`config.mk`:
```
export PLATFORM = sky130hd
export DESIGN_NAME = data_bus_bridge
export DESIGN_NICKNAME = d
export VERILOG_FILES = /design/src/rtl/bus_pkg.sv /design/src/rtl/load_align.sv /design/src/rtl/data_bus_bridge.sv
export SDC_FILE = /design/constraint.sdc
export NUM_CORES = 1
export LEC_CHECK = 0
export CAP_MARGIN = 30
export CELL_PAD_IN_SITES_DETAIL_PLACEMENT = 0
export CELL_PAD_IN_SITES_GLOBAL_PLACEMENT = 2
export CORE_ASPECT_RATIO = 1.4
export CORE_MARGIN = 5
export CORE_UTILIZATION = 20
export CTS_BUF_LIST = sky130_fd_sc_hd__clkbuf_16
export DETAILED_ROUTE_END_ITERATION = 10
export GPL_ROUTABILITY_DRIVEN = 1
export PLACE_DENSITY = 0.85
export SLEW_MARGIN = 5
export SYNTH_ARGS = -nofsm -noshare
export SYNTH_HDL_FRONTEND = slang
export SYNTH_SLANG_ARGS = --single-unit
```
`constraint.sdc`:
```
create_clock -name clock -period 6.6 [get_ports clock]
set_input_delay 1.65 -clock clock [delete_from_list [all_inputs] [get_ports clock]]
set_output_delay 1.65 -clock clock [all_outputs]
set_load 0.05 [all_outputs]
```
`src/rtl/bus_pkg.sv`:
```
// Shared types and helpers for the CPU data-side bus bridge: access sizes,
// target selection, fault causes, address windows and lane steering.
package bus_pkg;

  typedef enum logic [1:0] {
    SIZE_BYTE = 2'd0,
    SIZE_HALF = 2'd1,
    SIZE_WORD = 2'd2
  } size_t;

  typedef enum logic [1:0] {
    TGT_NONE = 2'd0,
    TGT_RAM  = 2'd1,
    TGT_MMIO = 2'd2
  } target_t;

  localparam logic [1:0] CAUSE_NONE       = 2'b00;
  localparam logic [1:0] CAUSE_MISALIGNED = 2'b01;
  localparam logic [1:0] CAUSE_UNMAPPED   = 2'b10;

  // Both windows are 64 KiB, so a window is identified by addr[31:16].
  localparam int unsigned WINDOW_BITS   = 16;
  localparam logic [31:0] DEF_RAM_BASE  = 32'h0000_0000;
  localparam logic [31:0] DEF_MMIO_BASE = 32'h8000_0000;

  // Bookkeeping for the single load that may be in flight.
  typedef struct packed {
    logic       pending;
    target_t    target;
    logic [1:0] offset;
    logic [1:0] size;
    logic       zero_ext;
    logic       err;
  } load_track_t;

  function automatic logic is_misaligned(input logic [1:0] size, input logic [1:0] offset);
    case (size)
      SIZE_BYTE: return 1'b0;
      SIZE_HALF: return offset[0];
      SIZE_WORD: return offset != 2'b00;
      default:   return 1'b1;
    endcase
  endfunction

  function automatic logic [3:0] byte_enables(input logic [1:0] size, input logic [1:0] offset);
    case (size)
      SIZE_BYTE: return 4'b0001 << offset;
      SIZE_HALF: return offset[1] ? 4'b1100 : 4'b0011;
      SIZE_WORD: return 4'b1111;
      default:   return 4'b0000;
    endcase
  endfunction

  // Store data is replicated so the target only needs byte enables to place it.
  function automatic logic [31:0] replicate_store(input logic [1:0] size, input logic [31:0] wdata);
    case (size)
      SIZE_BYTE: return {4{wdata[7:0]}};
      SIZE_HALF: return {2{wdata[15:0]}};
      default:   return wdata;
    endcase
  endfunction

endpackage

```
`src/rtl/load_align.sv`:
```
// Combinational load aligner: picks the addressed byte/half lane out of a
// memory word and sign- or zero-extends it; words pass through unchanged.
module load_align
  import bus_pkg::*;
(
  input  logic [31:0] word,
  input  logic [1:0]  offset,
  input  logic [1:0]  size,
  input  logic        zero_ext,
  output logic [31:0] result
);

  logic [7:0]  byte_lane;
  logic [15:0] half_lane;

  // NOTE: every always_comb output gets a default first so no path infers a latch.
  always_comb begin
    byte_lane = word[7:0];
    case (offset)
      2'd1:    byte_lane = word[15:8];
      2'd2:    byte_lane = word[23:16];
      2'd3:    byte_lane = word[31:24];
      default: byte_lane = word[7:0];
    endcase
    half_lane = offset[1] ? word[31:16] : word[15:0];

    result = word;
    case (size)
      SIZE_BYTE: result = zero_ext ? {24'b0, byte_lane} : {{24{byte_lane[7]}}, byte_lane};
      SIZE_HALF: result = zero_ext ? {16'b0, half_lane} : {{16{half_lane[15]}}, half_lane};
      default:   result = word;
    endcase
  end

endmodule

```
`src/rtl/data_bus_bridge.sv`:
```
// CPU data-port bridge: decodes loads/stores onto RAM or MMIO, blocks faulting
// accesses, tracks the outstanding load and latches the first fault.
module data_bus_bridge
  import bus_pkg::*;
#(
  parameter logic [31:0] RAM_BASE  = DEF_RAM_BASE,
  parameter logic [31:0] MMIO_BASE = DEF_MMIO_BASE
) (
  input  logic        clock,
  input  logic        reset,
  input  logic        cpu_req,
  input  logic [31:0] cpu_addr,
  input  logic        cpu_we,
  input  logic [1:0]  cpu_size,
  input  logic        cpu_unsigned,
  input  logic [31:0] cpu_wdata,
  output logic        cpu_rvalid,
  output logic [31:0] cpu_rdata,
  output logic        cpu_rerr,
  output logic [13:0] tgt_address,
  output logic [3:0]  tgt_byteena,
  output logic [31:0] tgt_data,
  output logic        tgt_wren,
  output logic        ram_clken,
  output logic        mmio_clken,
  input  logic [31:0] ram_q,
  input  logic [31:0] mmio_q,
  output logic        fault_valid,
  output logic [1:0]  fault_cause,
  output logic [31:0] fault_addr,
  input  logic        fault_clear
);

  logic        hit_ram;
  logic        hit_mmio;
  logic        misaligned;
  logic        unmapped;
  logic        fault;
  logic        good;
  logic [1:0]  cause;
  load_track_t track;
  load_track_t track_next;
  logic [31:0] q_sel;
  logic [31:0] aligned;

  always_comb begin
    hit_ram    = cpu_addr[31:WINDOW_BITS] == RAM_BASE[31:WINDOW_BITS];
    hit_mmio   = cpu_addr[31:WINDOW_BITS] == MMIO_BASE[31:WINDOW_BITS];
    misaligned = is_misaligned(cpu_size, cpu_addr[1:0]);
    unmapped   = !hit_ram && !hit_mmio;
    fault      = cpu_req && (misaligned || unmapped);
    good       = cpu_req && !fault;
    cause      = misaligned ? CAUSE_MISALIGNED : CAUSE_UNMAPPED;
  end

  assign tgt_address = cpu_addr[15:2];
  assign tgt_byteena = byte_enables(cpu_size, cpu_addr[1:0]);
  assign tgt_data    = replicate_store(cpu_size, cpu_wdata);

  // Strobes are gated by reset so nothing reaches a target while it is held.
  assign ram_clken  = good && hit_ram && !reset;
  assign mmio_clken = good && !hit_ram && hit_mmio && !reset;
  assign tgt_wren   = good && cpu_we && !reset;

  always_comb begin
    track_next = '0;
    if (cpu_req && !cpu_we) begin
      track_next.pending  = 1'b1;
      track_next.target   = fault ? TGT_NONE : (hit_ram ? TGT_RAM : TGT_MMIO);
      track_next.offset   = cpu_addr[1:0];
      track_next.size     = cpu_size;
      track_next.zero_ext = cpu_unsigned;
      track_next.err      = fault;
    end
  end

  // NOTE: sequential state uses non-blocking assignments so every flop samples pre-edge values.
  always_ff @(posedge clock or posedge reset) begin
    if (reset) begin
      track <= '0;
    end else begin
      track <= track_next;
    end
  end

  assign q_sel = (track.target == TGT_MMIO) ? mmio_q : ram_q;

  load_align u_load_align (
    .word     (q_sel),
    .offset   (track.offset),
    .size     (track.size),
    .zero_ext (track.zero_ext),
    .result   (aligned)
  );

  assign cpu_rvalid = track.pending;
  assign cpu_rerr   = track.pending && track.err;
  assign cpu_rdata  = (track.pending && !track.err) ? aligned : 32'h0;

  // A new fault wins over a simultaneous clear; otherwise the first fault sticks.
  always_ff @(posedge clock or posedge reset) begin
    if (reset) begin
      fault_valid <= 1'b0;
      fault_cause <= CAUSE_NONE;
      fault_addr  <= 32'h0;
    end else if (fault && (!fault_valid || fault_clear)) begin
      fault_valid <= 1'b1;
      fault_cause <= cause;
      fault_addr  <= cpu_addr;
    end else if (fault_clear) begin
      fault_valid <= 1'b0;
    end
  end

endmodule

```
* Word level (Yosys, flattened, before mapping) *
Cells that the tools add are included.

word-level totals
  register bits after elaboration = 44
  latch bits = 0
  RAM bits = 0
  memory bits (read-only) = 0
  logic and storage cells = 63
  memories kept = 0

operators by class
  add/subtract/negate cells = 0
  multipliers = 0
  divide/modulo/power cells = 0
  order comparisons = 0
  equal/unequal tests = 8
  shift operators = 1
  mux-type cells = 17
  bitwise operators = 0
  reductions and logical operators = 28

operators by type and width
  operator                                          number
  two-way mux 32 bit                                4
  one-hot mux 32 bit (2 select lines)               2
  one-hot mux 8 bit (3 select lines)                1
  == test 16 bit (second input constant)            1
  logical NOT 16 bit                                1
  two-way mux 16 bit                                1
  logical AND 1 bit                                 14
  one-hot mux 4 bit (3 select lines)                1
  two-way mux 9 bit                                 1
  == test 2 bit (second input constant)             4
  logical NOT 1 bit                                 7
  == test 2 x 1 -> 1 bit (second input constant)    3
  two-way mux 2 bit                                 3
  logical NOT 2 bit                                 2
  two-way mux 4 bit                                 1
  nonzero test 2 bit                                2
  << shifter 1 x 2 -> 4 bit (first input constant)  1
  one-hot mux 1 bit (3 select lines)                1
  logical OR 1 bit                                  2
  two-way mux 1 bit                                 2

* Longest topological paths before layout *
Gate-level depths: netlist (run 1).

  depth after elaboration = 10
  gate-level depth with buffers = 8
  gate-level depth less buffers = 5

* Hierarchy *
A second synthesis (run 1) with hierarchy kept.

second synthesis, totals
  cell total of the unflattened synthesis = 400
  area, all modules = 3981.3 um2

modules (own cells, without submodules)
  module           instances  cells each  area an instance (um2)  sequential area each (um2)
  data_bus_bridge  1          267         2997.9                  1101.1
  load_align       1          133         983.4                   0.0

* Worst setup path after synthesis (run 1) *
OpenSTA, ideal clock, no wires.

  kind = input to output
  start point = in ram_q[7]
  end point = out cpu_rdata[23]
  arrival time = 3.677 ns
  data required time = 4.950 ns
  path slack = 1.273 ns
  cell stages on the path = 5
  path buffers = 0
  path through = nor2b_1 a2111oi_2 a311oi_2 a211oi_4 a311oi_1

between the ends
  word-level cells in the longest chain between the ends = 5

RTL lines
  element                              line                   source
  from (decl)                          data_bus_bridge.sv:26  input logic [31:0] ram_q,
  two-way mux 32 bit                   data_bus_bridge.sv:86  assign q_sel = (track.target == TGT_MMIO) ? mmio_q : ram_q;
  one-hot mux 8 bit (3 select lines)   load_align.sv:19       case (offset)
  two-way mux 32 bit                   load_align.sv:29       SIZE_BYTE: result = zero_ext ? {24'b0, byte_lane} : {{24{byte_lane[7]}}, byte_lane};
  one-hot mux 32 bit (2 select lines)  load_align.sv:28       case (size)
  two-way mux 32 bit                   data_bus_bridge.sv:98  assign cpu_rdata = (track.pending && !track.err) ? aligned : 32'h0;
  to (decl)                            data_bus_bridge.sv:18  output logic [31:0] cpu_rdata,

Every way passes these cells.

* Final worst setup path (run 1) *
  start point = in ram_q[7]
  end point = out cpu_rdata[25]

Same word-level chain as after synthesis.

==> results of run 1 <==
-- cells in the mapped netlist (all sizes together) (2+ instances only) --
cell    number
a211oi      17
a21oi       10
a221oi       7
a311oi       3
a32oi        7
and2         7
and3         2
buf         36
clkbuf      10
dfrtp       44
inv          5
mux2        48
mux2i       39
mux4         3
nand2       36
nand2b       5
nand3        2
nor2        14
nor2b        4
nor3         5
nor4         5
o21ai       18
-- cell usage in the layout, fill, tap and decap left out, types with 2 or more instances in the layout --
master,instances
inv_1,4
mux2_2,46
a32oi_1,7
and3_1,2
mux4_2,2
and2_1,7
a211oi_2,10
nand2_1,36
a221oi_1,7
bufinv_16,2
nand2b_1,4
buf_4,9
a211oi_1,6
a311oi_1,2
nor2b_1,3
nor4_1,4
nor3_1,5
nor2_1,14
clkdlybuf4s50_1,255
nand3_1,2
dfrtp_1,44
a21oi_1,9
clkbuf_16,5
mux2_4,2
o21ai_0,18
mux2i_1,39
-- report_power, final --
group	internal (mW)	total [mW]	switching [mW]
combinational	0.234	0.573	0.340
sequential	0.303	0.324	0.0218
clock	0.215	0.311	0.0967
-- worst max path at each step --
| stage | start | end | slack [ns] |
|---|---|---|---|
| detailed placement | ram_q[7] | cpu_rdata[18] | 0.66 |
| CTS | ram_q[7] | cpu_rdata[18] | 0.65 |
| global route | ram_q[7] | cpu_rdata[18] | 0.53 |
| finish | ram_q[7] | cpu_rdata[25] | 0.65 |
| floorplan | ram_q[7] | cpu_rdata[23] | 1.27 |
| global placement | ram_q[7] | cpu_rdata[18] | 0.67 |
-- stage by stage --
stage,power [mW],cell area [µm²],util [%],hold slack [ns]
floorplan,0.673,3400,-,0.745
global placement,0.900,5960,35.6,0.464
detailed placement,0.906,5960,35.6,0.474
CTS,1.22,6140,36.7,0.492
global route,1.26,6160,36.8,0.508
finish,1.21,6160,36.8,0.489
-- sequential cells by signal, indices dropped and copies added (netlist names) --
register and cells:
fault_valid 1, fault_cause 2, fault_addr 32, cpu_rvalid 1, track 8
-- kinds of logic (layout without fill, tap and decap cells) --
family	Yosys count	in the layout	share of synthesized area (%)
multiplexers	90	90	29.7
buffers and inverters	51	277	10.1
AO/OA/AOI/OAI	67	67	15.9
AND/OR/NAND/NOR	84	84	12.0
flip-flops	44	44	32.4
-- routing by layer --
layer,part of all wire [%],vias up,track usage [%]
met5,0,-,0
met4,1.6,0,2.99
met3,9.3,14,4.34
met2,51,176,24.2
met1,38,1565,14.4
li1,-,1662,-
-- worst max-delay path, delay by kind of cell --
kind | cells | cell delay, ns
and+or+nand+nor | 1 | 0.18
buffers and inverters | 3 | 1.57
AOI/OAI and AO/OA | 4 | 0.89
-- cell type report --
cell class              count  area [µm²]  share of cell area (%)
well taps                 203         254                    4.12
clock buffers               5         125                    2.03
flip-flops and latches     44        1100                    17.9
repair buffers            265        2640                    42.9
clock inverters             2        60.1                   0.975
inverters                   5        18.8                   0.305
multi-input cells         241        1960                    31.8
==> metrics.txt, run 1 <==
status finished, final reports clean; H-tree depth 2; max cap viols 0; Die Width 120 µm; Hold Crit Start fault_cause[0]$_DFFE_PP0P_; number of vias in the routed layout 3417; Period Utilization, post-route 90.1%; Ports 258; R2R Path Start fault_valid$_DFFE_PP0P_; # Post-CTS Setup Buffers 0; Syn Area/Cell 10.1 µm²; height of the die 164 µm; initial antenna violation count 0; number of diodes 0; Final Non-Filler Cells 765; GRT Util Overall 13.1%; total gr overflow 0; Rows 56; setup tns final 0 ns; CP arrival 4.30 ns; Buffers on Ports 257; clock skew 0.00408 ns; CORE AREA 16700 µm²; Hold Path Stages 1; drt pass-1 iters 4; CP most frequent cell clkdlybuf4s50_1; pre-CTS setup slack 0.662 ns; Hold EP fault_cause[0]$_DFFE_PP0P_; Clk Latency, worst-skew pair 0.28 ns; Async SR Flop Fraction 100%; max incr delay on CP 0.84 ns; power density over the cells 196 nW/µm²; Detail Placement HPWL 11400 µm; Worst-path clk slew 0.06 ns; LEAKAGE 2.47 nW; Worst path slowest cell clkdlybuf4s50_1; RSZ-0062 raised after global routing false; Worst VDD drop 0.000147 V; endpoint required time on the critical path 4.95 ns; Post-synth EDFFs 0; DRT iter0 DRCs 88; Synth area leader dfrtp_1; Netlist Area Pre-Place 3400 µm²; largest net degree at the start of global routing 45; CP Capture Type output pin; CTS Sinks 44; Hold Path Class reg2reg; Yosys reg bits 44; routed len/inst 17.9 µm; unique cell type count in the Yosys netlist 42; Post-CTS Resized 0; PnR worst setup slack 0.650 ns; CTS tree done; worst-path cell chain clkdlybuf4s50_1 > nor2b_1 > a2111oi_2 > a311oi_2 > a211oi_4 > buf_4 > a211oi_2 > clkdlybuf4s50_1; first-pass GRT wire length 20900 µm; Num CTS Buffers 5; drt via density 4.47; top post-synthesis cells by area dfrtp_1, mux2_2, mux2i_1; Layout area overhead 81.0%; die area 19800 µm²; ys flop type dfrtp_1; Slew @ Worst Pin 0.895 ns; kind of critical path in2out; max frequency 168 MHz; Hold Violations, Final 0; buffer type at the clock tree root clkbuf_16; Placed Instances 757; Starting Density 20.3%; WL final 13700 µm; Slew Limit Fails 0; layout cells sized above 1 15.3%; Final Setup Violations 0; fill count 1714; CTS Buffer Depth 2; r2r worst-path depth 4; vias in the first global route 3797; nets 698; DR DRC count 0; Synthesized Nets 472; Slew headroom 40.4%; Worst Setup Start Kind input port; min Tclk post-route 5.95 ns; RD Place Congestion 0.782; register area share after synthesis 32.4%; critical path fanouts, max 10; R2R setup slack 4.96 ns; Mapped Cells 336; DRT antenna net count 0; hold_buf cts 0; yosys warns 0; worst reg2reg endpoint fault_addr[5]$_DFFE_PP0P_; Yosys top cell area share 32.4%
Note: power is estimated with default switching activity, not from simulation.
==> run 2: changes to the inputs <==
--- a/config.mk
+++ b/config.mk
@@ -9,7 +9,6 @@
 export CELL_PAD_IN_SITES_DETAIL_PLACEMENT = 0
 export CELL_PAD_IN_SITES_GLOBAL_PLACEMENT = 2
 export CORE_ASPECT_RATIO = 1.4
-export CORE_MARGIN = 5
 export CORE_UTILIZATION = 20
 export CTS_BUF_LIST = sky130_fd_sc_hd__clkbuf_16
 export DETAILED_ROUTE_END_ITERATION = 10
==> metrics.txt, run 2 (same netlist as run 1, synthesis figures left out) <==
H-tree depth 2 (unchanged); Post-CTS Resized 0 (unchanged); CORE AREA 16700 µm² (-0.42%); vias in the first global route 3640 (-4.1%); register area 1100 µm² (unchanged); max frequency 164 MHz (-2.5%); hold slack 0.494 ns (+0.00494 ns); Slew @ Worst Pin 0.938 ns (+0.0439 ns); height of the die 156 µm (-4.9%); Worst Setup Start Kind input port; drt via density 4.56 (+2.1%); Worst path slowest cell a211oi_4; LEAKAGE 2.47 nW (about the same); Regs by FF count fault_addr (32), track (8), fault_cause (2); Worst VDD drop 0.000167 V (+14%); global routing's busiest layer met2; number of vias in the routed layout 3494 (+2.3%); CTS Sinks 44 (unchanged); Largest Register fault_addr; pre-CTS setup slack 0.495 ns (-0.167 ns); Ports 258 (unchanged); Num CTS Buffers 5 (unchanged); DRT iter0 DRCs 170 (+93%); Hold Path Class reg2reg; max incr delay on CP 0.85 ns (about the same); kind of critical path in2out; number of diodes 0 (unchanged); RSZ-0062 raised after global routing false; hold_buf cts 0 (unchanged); power density over the cells 189 nW/µm² (-3.5%); total gr overflow 0 (unchanged); RD Place Congestion 0.794 (+1.5%); commonest cells after routing, fill and taps aside clkdlybuf4s50_1, mux2_2, dfrtp_1; largest net degree at the start of global routing 45 (unchanged); endpoint required time on the critical path 4.95 ns (about the same); Die Width 112 µm (-6.7%); PnR worst setup slack 0.499 ns (-0.151 ns); status finished, violations left; die area 17500 µm² (-11%); Final Setup Violations 0 (unchanged); clock skew 0.00258 ns (-0.00150 ns); initial antenna violation count 0 (unchanged); GR Util met3 3.37% (-0.97 points); layout cells sized above 1 14.9% (-0.38 points); worst-path cell chain clkdlybuf4s50_1 > nor2b_1 > a2111oi_2 > a311oi_2 > a211oi_4 > a311oi_1 > clkdlybuf4s50_1; drt pass-1 iters 7 (+3); Layout Utilization 36.9% (+0.13 points); setup tns final 0 ns (unchanged); routed len/inst 16.3 µm (-9.1%); Slew headroom 37.2% (-3.1 points); CTS tree done; CTS Buffer Depth 2 (unchanged); WL final 12500 µm (-9.0%); DR DRC count 20 (+20); # Post-CTS Setup Buffers 0 (unchanged); fill count 1698 (-0.93%); nets 698 (unchanged); buffer type at the clock tree root clkbuf_16; CP Capture Type output pin; critical path fanouts, max 16 (+6); GRT Util Overall 13.8% (+0.72 points); Detail Placement HPWL 10200 µm (-10%); max cap viols 0 (unchanged); Rows 56 (unchanged); Worst-path clk slew 0.06 ns (about the same); Period Utilization, post-route 92.4% (+2.3 points); Layout area overhead 80.9% (about the same); DRT antenna net count 0 (unchanged); failing checks design-rule violations; CP arrival 4.45 ns (+0.15 ns); commonest non-fill, non-tap cell in the layout clkdlybuf4s50_1; Slew Limit Fails 0 (unchanged); max FFs per register 32 (unchanged); first-pass GRT wire length 19300 µm (-8.0%); Hold Violations, Final 0 (unchanged); Starting Density 20.4% (+0.085 points); Clk Latency, worst-skew pair 0.28 ns (about the same); Buffers on Ports 257 (unchanged); GRT met2 Usage 26.7% (+2.5 points); CP most frequent cell clkdlybuf4s50_1; min Tclk post-route 6.10 ns (+0.151 ns); Multi-input gate area 1960 µm² (unchanged); GRT met1 Usage 14.9% (+0.54 points)
[run 2: cell count changes in the layout (fill, tap and decap cells not counted), sizes merged]
cell and change:
buf -2, clkdlybuf4s50 +2, bufinv -1, clkinv +1, inv +1
[run 2: worst paths after layout]
| path | start | to | slack (ns) | cells past startpoint |
|---|---|---|---|---|
| max | ram_q[7] | cpu_rdata[31] | 0.50 | 7 |
| min | fault_cause[0]$_DFFE_PP0P_ | fault_cause[0]$_DFFE_PP0P_ | 0.49 | 1 |
| max reg2reg | fault_valid$_DFFE_PP0P_ | fault_addr[12]$_DFFE_PP0P_ | 4.97 | 4 |
| min reg2reg | fault_cause[0]$_DFFE_PP0P_ | fault_cause[0]$_DFFE_PP0P_ | 0.49 | 1 |
| max in group asynchronous | reset | track[6]$_DFF_PP0_ | 4.60 | 3 |
| min in group asynchronous | reset | fault_cause[1]$_DFFE_PP0P_ | 1.59 | 2 |
[run 2: power breakdown]
part	leakage [nW]	internal (mW)	switching, mW
combinational	1.86	0.233	0.338
sequential	0.531	0.303	0.0199
clock	0.0850	0.176	0.0954
[run 2: area by class of cell]
cell class	count	share of cell area, %
inverters	5	0.305
clock inverters	3	0.630
well taps	203	4.13
repair buffers	265	43.2
multi-input cells	241	31.9
clock buffers	5	2.03
flip-flops and latches	44	17.9
[run 2: worst max-delay path: cells and delay by family]
| kind | cells | cell delay [ns] |
|---|---|---|
| AOI/OAI and AO/OA | 4 | 1.47 |
| buffers and inverters | 2 | 1.18 |
| and+or+nand+nor | 1 | 0.15 |
[run 2: layer usage]
layer  wire length [µm]  part of all wire [%]
met4                168                   1.3
met2               6600                    53
met1               4690                    38
met5                  0                     0
met3               1020                   8.2
[run 2: through the flow]
step | cell area, µm² | total power [mW] | cells
5_1_grt | 6160 | 1.22 | 766
4_1_cts | 6140 | 1.18 | 765
6_report | 6160 | 1.17 | 766
3_3_place_gp | 5950 | 0.896 | 756
2_1_floorplan | 3400 | 0.673 | 336
3_5_place_dp | 5970 | 0.901 | 757
==> run 3: changes to the inputs <==
--- a/config.mk
+++ b/config.mk
@@ -9,11 +9,11 @@
 export CELL_PAD_IN_SITES_DETAIL_PLACEMENT = 0
 export CELL_PAD_IN_SITES_GLOBAL_PLACEMENT = 2
 export CORE_ASPECT_RATIO = 1.4
-export CORE_UTILIZATION = 20
+export CORE_UTILIZATION = 18
 export CTS_BUF_LIST = sky130_fd_sc_hd__clkbuf_16
 export DETAILED_ROUTE_END_ITERATION = 10
 export GPL_ROUTABILITY_DRIVEN = 1
-export PLACE_DENSITY = 0.85
+export PLACE_DENSITY = 0.77
 export SLEW_MARGIN = 5
 export SYNTH_ARGS = -nofsm -noshare
 export SYNTH_HDL_FRONTEND = slang
==> constraint.sdc (replaced) <==
create_clock -name clock -period 6.2 [get_ports clock]
set_input_delay 1.55 -clock clock [delete_from_list [all_inputs] [get_ports clock]]
set_output_delay 1.55 -clock clock [all_outputs]
set_load 0.05 [all_outputs]
==> metrics.txt, run 3 (same netlist as run 1, synthesis figures left out) <==
# Post-CTS Setup Buffers 0 (unchanged); Layout area overhead 81.9%; nets 699 (+0.14%); max cap viols 0 (unchanged); R2R setup slack 4.71 ns (-0.26 ns); DR DRC count 0 (-100%); CORE AREA 18500 µm² (+11%); commonest non-fill, non-tap cell in the layout clkdlybuf4s50_1; CTS Buffer Depth 2 (unchanged); vias in the first global route 3635 (-0.14%); critical path fanouts, max 7 (-9); Hold Crit Start fault_addr[1]$_DFFE_PP0P_; r2r worst-path depth 4 (unchanged); Buffers on Ports 257 (unchanged); power density over the cells 197 nW/µm² (+4.1%); Reg power frac 28.2% (+0.5 points); Rows 59 (+5.4%); PnR worst setup slack 0.485 ns (-0.0143 ns); DRT iter0 DRCs 182 (+7.1%); Multi-input gate area 1970 µm² (+0.45%); worst reg2reg endpoint fault_addr[12]$_DFFE_PP0P_; Hold Path Stages 2 (+1); routed len/inst 16.3 µm (-0.22%); die area 19500 µm² (+11%); Ports 258 (unchanged); Die Width 118 µm (+5.3%); max FFs per register 32 (unchanged); NetSw 0.498 mW (+9.7%); Clk Latency, worst-skew pair 0.29 ns (about the same); buffer type at the clock tree root clkbuf_16; status finished, final reports clean; max frequency 175 MHz; pre-CTS setup slack 0.281 ns (-0.214 ns); min Tclk post-route 5.72 ns; Hold EP fault_addr[1]$_DFFE_PP0P_; register area 1100 µm² (unchanged); Hold Violations, Final 0 (unchanged); number of vias in the routed layout 3516 (+0.63%); worst-path cell chain clkdlybuf4s50_1 > nor2b_1 > a2111oi_2 > a311oi_2 > a21oi_2 > a221oi_1 > clkdlybuf4s50_1; LEAKAGE 2.48 nW (+0.47%); CP most frequent cell clkdlybuf4s50_1; Period Utilization, post-route 92.2%; Slew headroom 45.3% (+8.1 points); total gr overflow 0 (unchanged); Hold Path Class reg2reg; R2R Path Start fault_valid$_DFFE_PP0P_; number of diodes 0 (unchanged); hold_buf cts 0 (unchanged); Num CTS Buffers 5 (unchanged); Switching Share 40.8% (+1.9 points); first-pass GRT wire length 20400 µm (+5.8%); RSZ-0062 raised after global routing false; CP arrival 4.17 ns (-0.28 ns); WL final 13100 µm (+5.2%); max incr delay on CP 0.86 ns (about the same); H-tree depth 2 (unchanged); largest net degree at the start of global routing 45 (unchanged); Logic pwr share 50.3% (+1.3 points); drt via density 4.35 (-4.6%); Regs by FF count fault_addr (32), track (8), fault_cause (2); height of the die 165 µm (+5.3%); Largest Register fault_addr; Slew @ Worst Pin 0.818 ns (-0.120 ns); Worst path slowest cell clkdlybuf4s50_1; commonest cells after routing, fill and taps aside clkdlybuf4s50_1, mux2_2, dfrtp_1; layout cells sized above 1 17.7% (+2.8 points); Tot Pwr 1.22 mW (+4.7%); Worst Setup Start Kind input port; DRT antenna net count 0 (unchanged); CP Capture Type output pin; internal power 0.722 mW (+1.4%); CTS Sinks 44 (unchanged); clock skew 0.00589 ns (+0.00331 ns); Worst VDD drop 0.000132 V (-21%); GRT Util Overall 13.1% (-0.68 points); hold slack 0.501 ns (+0.00661 ns); Post-CTS Resized 0 (unchanged); drt pass-1 iters 6 (-1); Detail Placement HPWL 10600 µm (+4.2%); Slew Limit Fails 0 (unchanged); kind of critical path in2out; Starting Density 18.4% (-2.0 points); initial antenna violation count 0 (unchanged); Layout Utilization 33.4% (-3.5 points); Worst-path clk slew 0.06 ns (about the same); CTS tree done; fill count 1901 (+12%); Final Setup Violations 0 (unchanged); setup tns final 0 ns (unchanged); Clk network pwr share 21.5% (-1.8 points); endpoint required time on the critical path 4.65 ns (-0.30 ns); RD Place Congestion 0.786 (-1.0%)
==> run 3: layer usage <==
metal / global-route usage (%) / vias up / part of all wire, %
met2: 24.6 / 175 / 52
li1: - / 1672 / -
met4: 2.62 / 0 / 0.96
met3: 3.21 / 11 / 7.0
met5: 0 / - / 0
met1: 14.9 / 1658 / 40
==> run 3: how the worst max path moves through the flow <==
stage	end	slack, ns	depth (start not counted)	startpoint
finish	cpu_rdata[13]	0.48	7	ram_q[7]
detailed placement	cpu_rdata[19]	0.28	7	ram_q[7]
global placement	cpu_rdata[17]	0.31	7	ram_q[7]
CTS	cpu_rdata[19]	0.28	7	ram_q[7]
global route	cpu_rdata[13]	0.31	7	ram_q[7]
floorplan	cpu_rdata[23]	1.07	5	ram_q[7]
==> run 3: stage by stage <==
step,area [µm²],cells
floorplan,3400,336
global placement,5980,797
detailed placement,6010,798
CTS,6150,806
global route,6190,808
finish,6190,808
==> run 3: cell type report <==
type / count / share of cell area [%]
clock buffers: 5 / 2.02
clock inverters: 3 / 0.384
inverters: 5 / 0.303
multi-input cells: 241 / 31.8
flip-flops and latches: 44 / 17.8
well taps: 244 / 4.93
repair buffers: 266 / 42.7
==> run 3: power by group through the flow <==
stage | registers, mW | logic, mW | clock network, mW
after floorplan | 0.463 | 0.253 | 0
after global placement | 0.347 | 0.609 | 0
after detailed placement | 0.349 | 0.614 | 0
after CTS | 0.345 | 0.616 | 0.274
after global routing | 0.349 | 0.642 | 0.288
final | 0.344 | 0.614 | 0.262
==> run 3: worst max-delay path: cells and delay by family <==
family          cells  cell delay (ns)
buf+inv             2             1.35
compound gates      4             1.08
simple gates        1             0.17
==> patch (settings of run 2) <==
The package constant `WINDOW_BITS` goes from 16 to 24.
--- a/src/rtl/bus_pkg.sv
+++ b/src/rtl/bus_pkg.sv
@@ -20,5 +20,5 @@
 
   // Both windows are 64 KiB, so a window is identified by addr[31:16].
-  localparam int unsigned WINDOW_BITS   = 16;
+  localparam int unsigned WINDOW_BITS   = 24;
   localparam logic [31:0] DEF_RAM_BASE  = 32'h0000_0000;
   localparam logic [31:0] DEF_MMIO_BASE = 32'h8000_0000;
Check against the original RTL: not equivalent (a bounded check fails within 4 cycles, from zero or initial values and one cycle with reset high).
==> patch against run 2 <==
Register-to-register slack lost 0.15 ns; power shrank 3.0%; synthesized area grew 0.99%; via count grew 0.46%; sequential cell count stayed put; worst setup slack improved by 0.32 ns; core utilization shrank 0.092 points; cell area grew 0.59%; synthesized cell count is 2.4% higher; critical path depth did not move; clock power is 15% lower; routed wire length grew 2.0%; maximum frequency is 5.6% higher; highest routed layer unchanged.
==> patch: results (changes against run 2) <==
[cells_and_area]
layout-drive-gt1-share = 0.142  ; was 0.149
n_fill_cell = 1716  ; was 1698
diodes = 0  ; unchanged
final_nets = 706  ; was 698
layout.area.seq_um2 = 1100  ; unchanged
largestRegisters = fault_addr (32), track (8), fault_cause (2)  ; unchanged

[worst_setup_path]
regToRegSetupSlack_ns = 4.82  ; was 4.97 ns
r2r-start = fault_valid  ; unchanged
critPathMaxFanout = 7  ; was 16
setup.worst_path.start = mmio_q[23]  ; was ram_q[7]
worstSetupEndpoint = cpu_rdata[12]  ; was cpu_rdata[31]
reg2reg_depth = 5  ; was 4
regToRegEndpoint = fault_addr[19]  ; was fault_addr[12]
crit_arrival_ns = 4.13  ; was 4.45 ns

[detailed_routing]
drt_pre_antenna_iters = 4  ; was 7
dr.first_iter.drc_count = 140  ; was 170
routed_wl_um = 12700  ; was 12500 um
via_count = 3510  ; was 3494

[clocking]
cts_resized = 0  ; unchanged
root_buffer = clkbuf_16  ; unchanged
cts_buffers = 5  ; unchanged
path_clk_slew_ns = 0.05
post_cts_buffers = 0  ; unchanged
worstSkewPairLatency_ns = 0.28  ; about the same
cts_htree_levels = 2  ; unchanged
cts.path.max_buffers = 2  ; unchanged
hold_buffers = 0  ; unchanged

[logic_synthesis]
yosys-top-cells-area = dfrtp_1, mux2i_1, mux2_2  ; was dfrtp_1, mux2_2, mux2i_1
yosysWarnings = 0  ; unchanged
yosysSeqAreaShare = 0.320  ; was 0.324
ys_top_cells_by_count = dfrtp_1, mux2i_1, nand2_1  ; was mux2_2, dfrtp_1, mux2i_1
yosysUniqueCellTypes = 43  ; was 42
synth_xor_area_frac = 0  ; unchanged
synth_fp_nets = 480  ; was 472
synthAdderAreaFrac = 0  ; unchanged
synthArstFlopShare = 1.00  ; unchanged
synth_compound_area_frac = 0.148  ; was 0.159
synthMuxAreaShare = 0.293  ; was 0.297

[placement]
dpl_cell_area_um2 = 6040  ; was 5970 um2
place_hpwl_um = 10400  ; was 10200 um
numPortBuffers = 257  ; unchanged
gp_congestion = 0.812  ; was 0.794

[sta]
fin_skew_ns = 0.00569  ; was 0.00258 ns
tightestPinTransition_ns = 0.928  ; was 0.938 ns

[grt]
grt_pass1_wl_um = 18900  ; was 19300 um
antenna_found_initial = 0  ; unchanged
grt_pass1_vias = 3638  ; was 3640
grt_max_degree = 45  ; unchanged
grt_use_total = 0.135  ; was 0.138

[power_and_ir_drop]
total_leakage_power_nw = 2.54  ; was 2.47 nW
vdd_drop_max_uv = 163  ; was 167 uV

[min_path]
hold_class = reg -> reg  ; unchanged

[status]
status = finished, final reports clean  ; was finished with violations

[patch: changes by cell type in the layout (fill, tap and decap cells not counted), moves of 10 or more]
cell,change
a21oi_2,+10
mux2_2,-13
a211oi_2,-10
mux2_1,+16
[patch: kinds of logic after synthesis]
logic type / after synthesis
AOI/OAI and AO/OA: 59
muxes: 92
DFF: 44
and+or+nand+nor: 97
buffers and inverters: 52
[patch: cell type report]
class,instances,share of cell area
Timing Repair Buffer,264,0.430
Multi-Input combinational cell,248,0.326
Sequential cell,44,0.178
Tap cell,203,0.0410
Clock buffer,5,0.0202
Inverter,7,0.00424
Clock inverter,2,0.00121
[patch: worst max-delay path: stages]
cell and delay (ns):
clkdlybuf4s50_1 0.49, mux2_4 0.17, nor2_2 0.05, nor4b_4 0.47, a211oi_4 0.16, a221oi_2 0.29
clkdlybuf4s50_1 0.86
[patch: worst min path at each step]
stage | depth (start not counted) | startpoint | end | slack, ns
after global placement | 1 | fault_addr[9] | fault_addr[9] | 0.47
after CTS | 1 | fault_addr[8] | fault_addr[8] | 0.49
after detailed placement | 1 | fault_addr[13] | fault_addr[13] | 0.47
final | 1 | fault_addr[8] | fault_addr[8] | 0.48
after floorplan | 2 | fault_cause[0] | fault_cause[0] | 0.76
after global routing | 1 | fault_addr[8] | fault_addr[8] | 0.49
[patch: stage by stage]
stage / setup WS (ns) / power (W) / std cells
detailed placement: 0.804 / 0.000905 / 765
floorplan: 1.54 / 0.000672 / 344
global route: 0.710 / 0.00118 / 773
finish: 0.822 / 0.00113 / 773
global placement: 0.804 / 0.000899 / 763
CTS: 0.808 / 0.00115 / 772
[patch: metal layers]
metal	up-vias	GRT usage	wire length, um
met3	5	0.0381	1140
li1	1654	-	-
met2	182	0.268	6800
met5	-	0	0
met1	1669	0.140	4710
met4	0	0.0267	90
[patch: where the power goes]
part           internal (W)  leakage [nW]  total [W]  switching (W)
clock              0.000135        0.0648   0.000232      0.0000964
combinational      0.000234          1.95   0.000575       0.000341
sequential         0.000303         0.529   0.000324      0.0000204
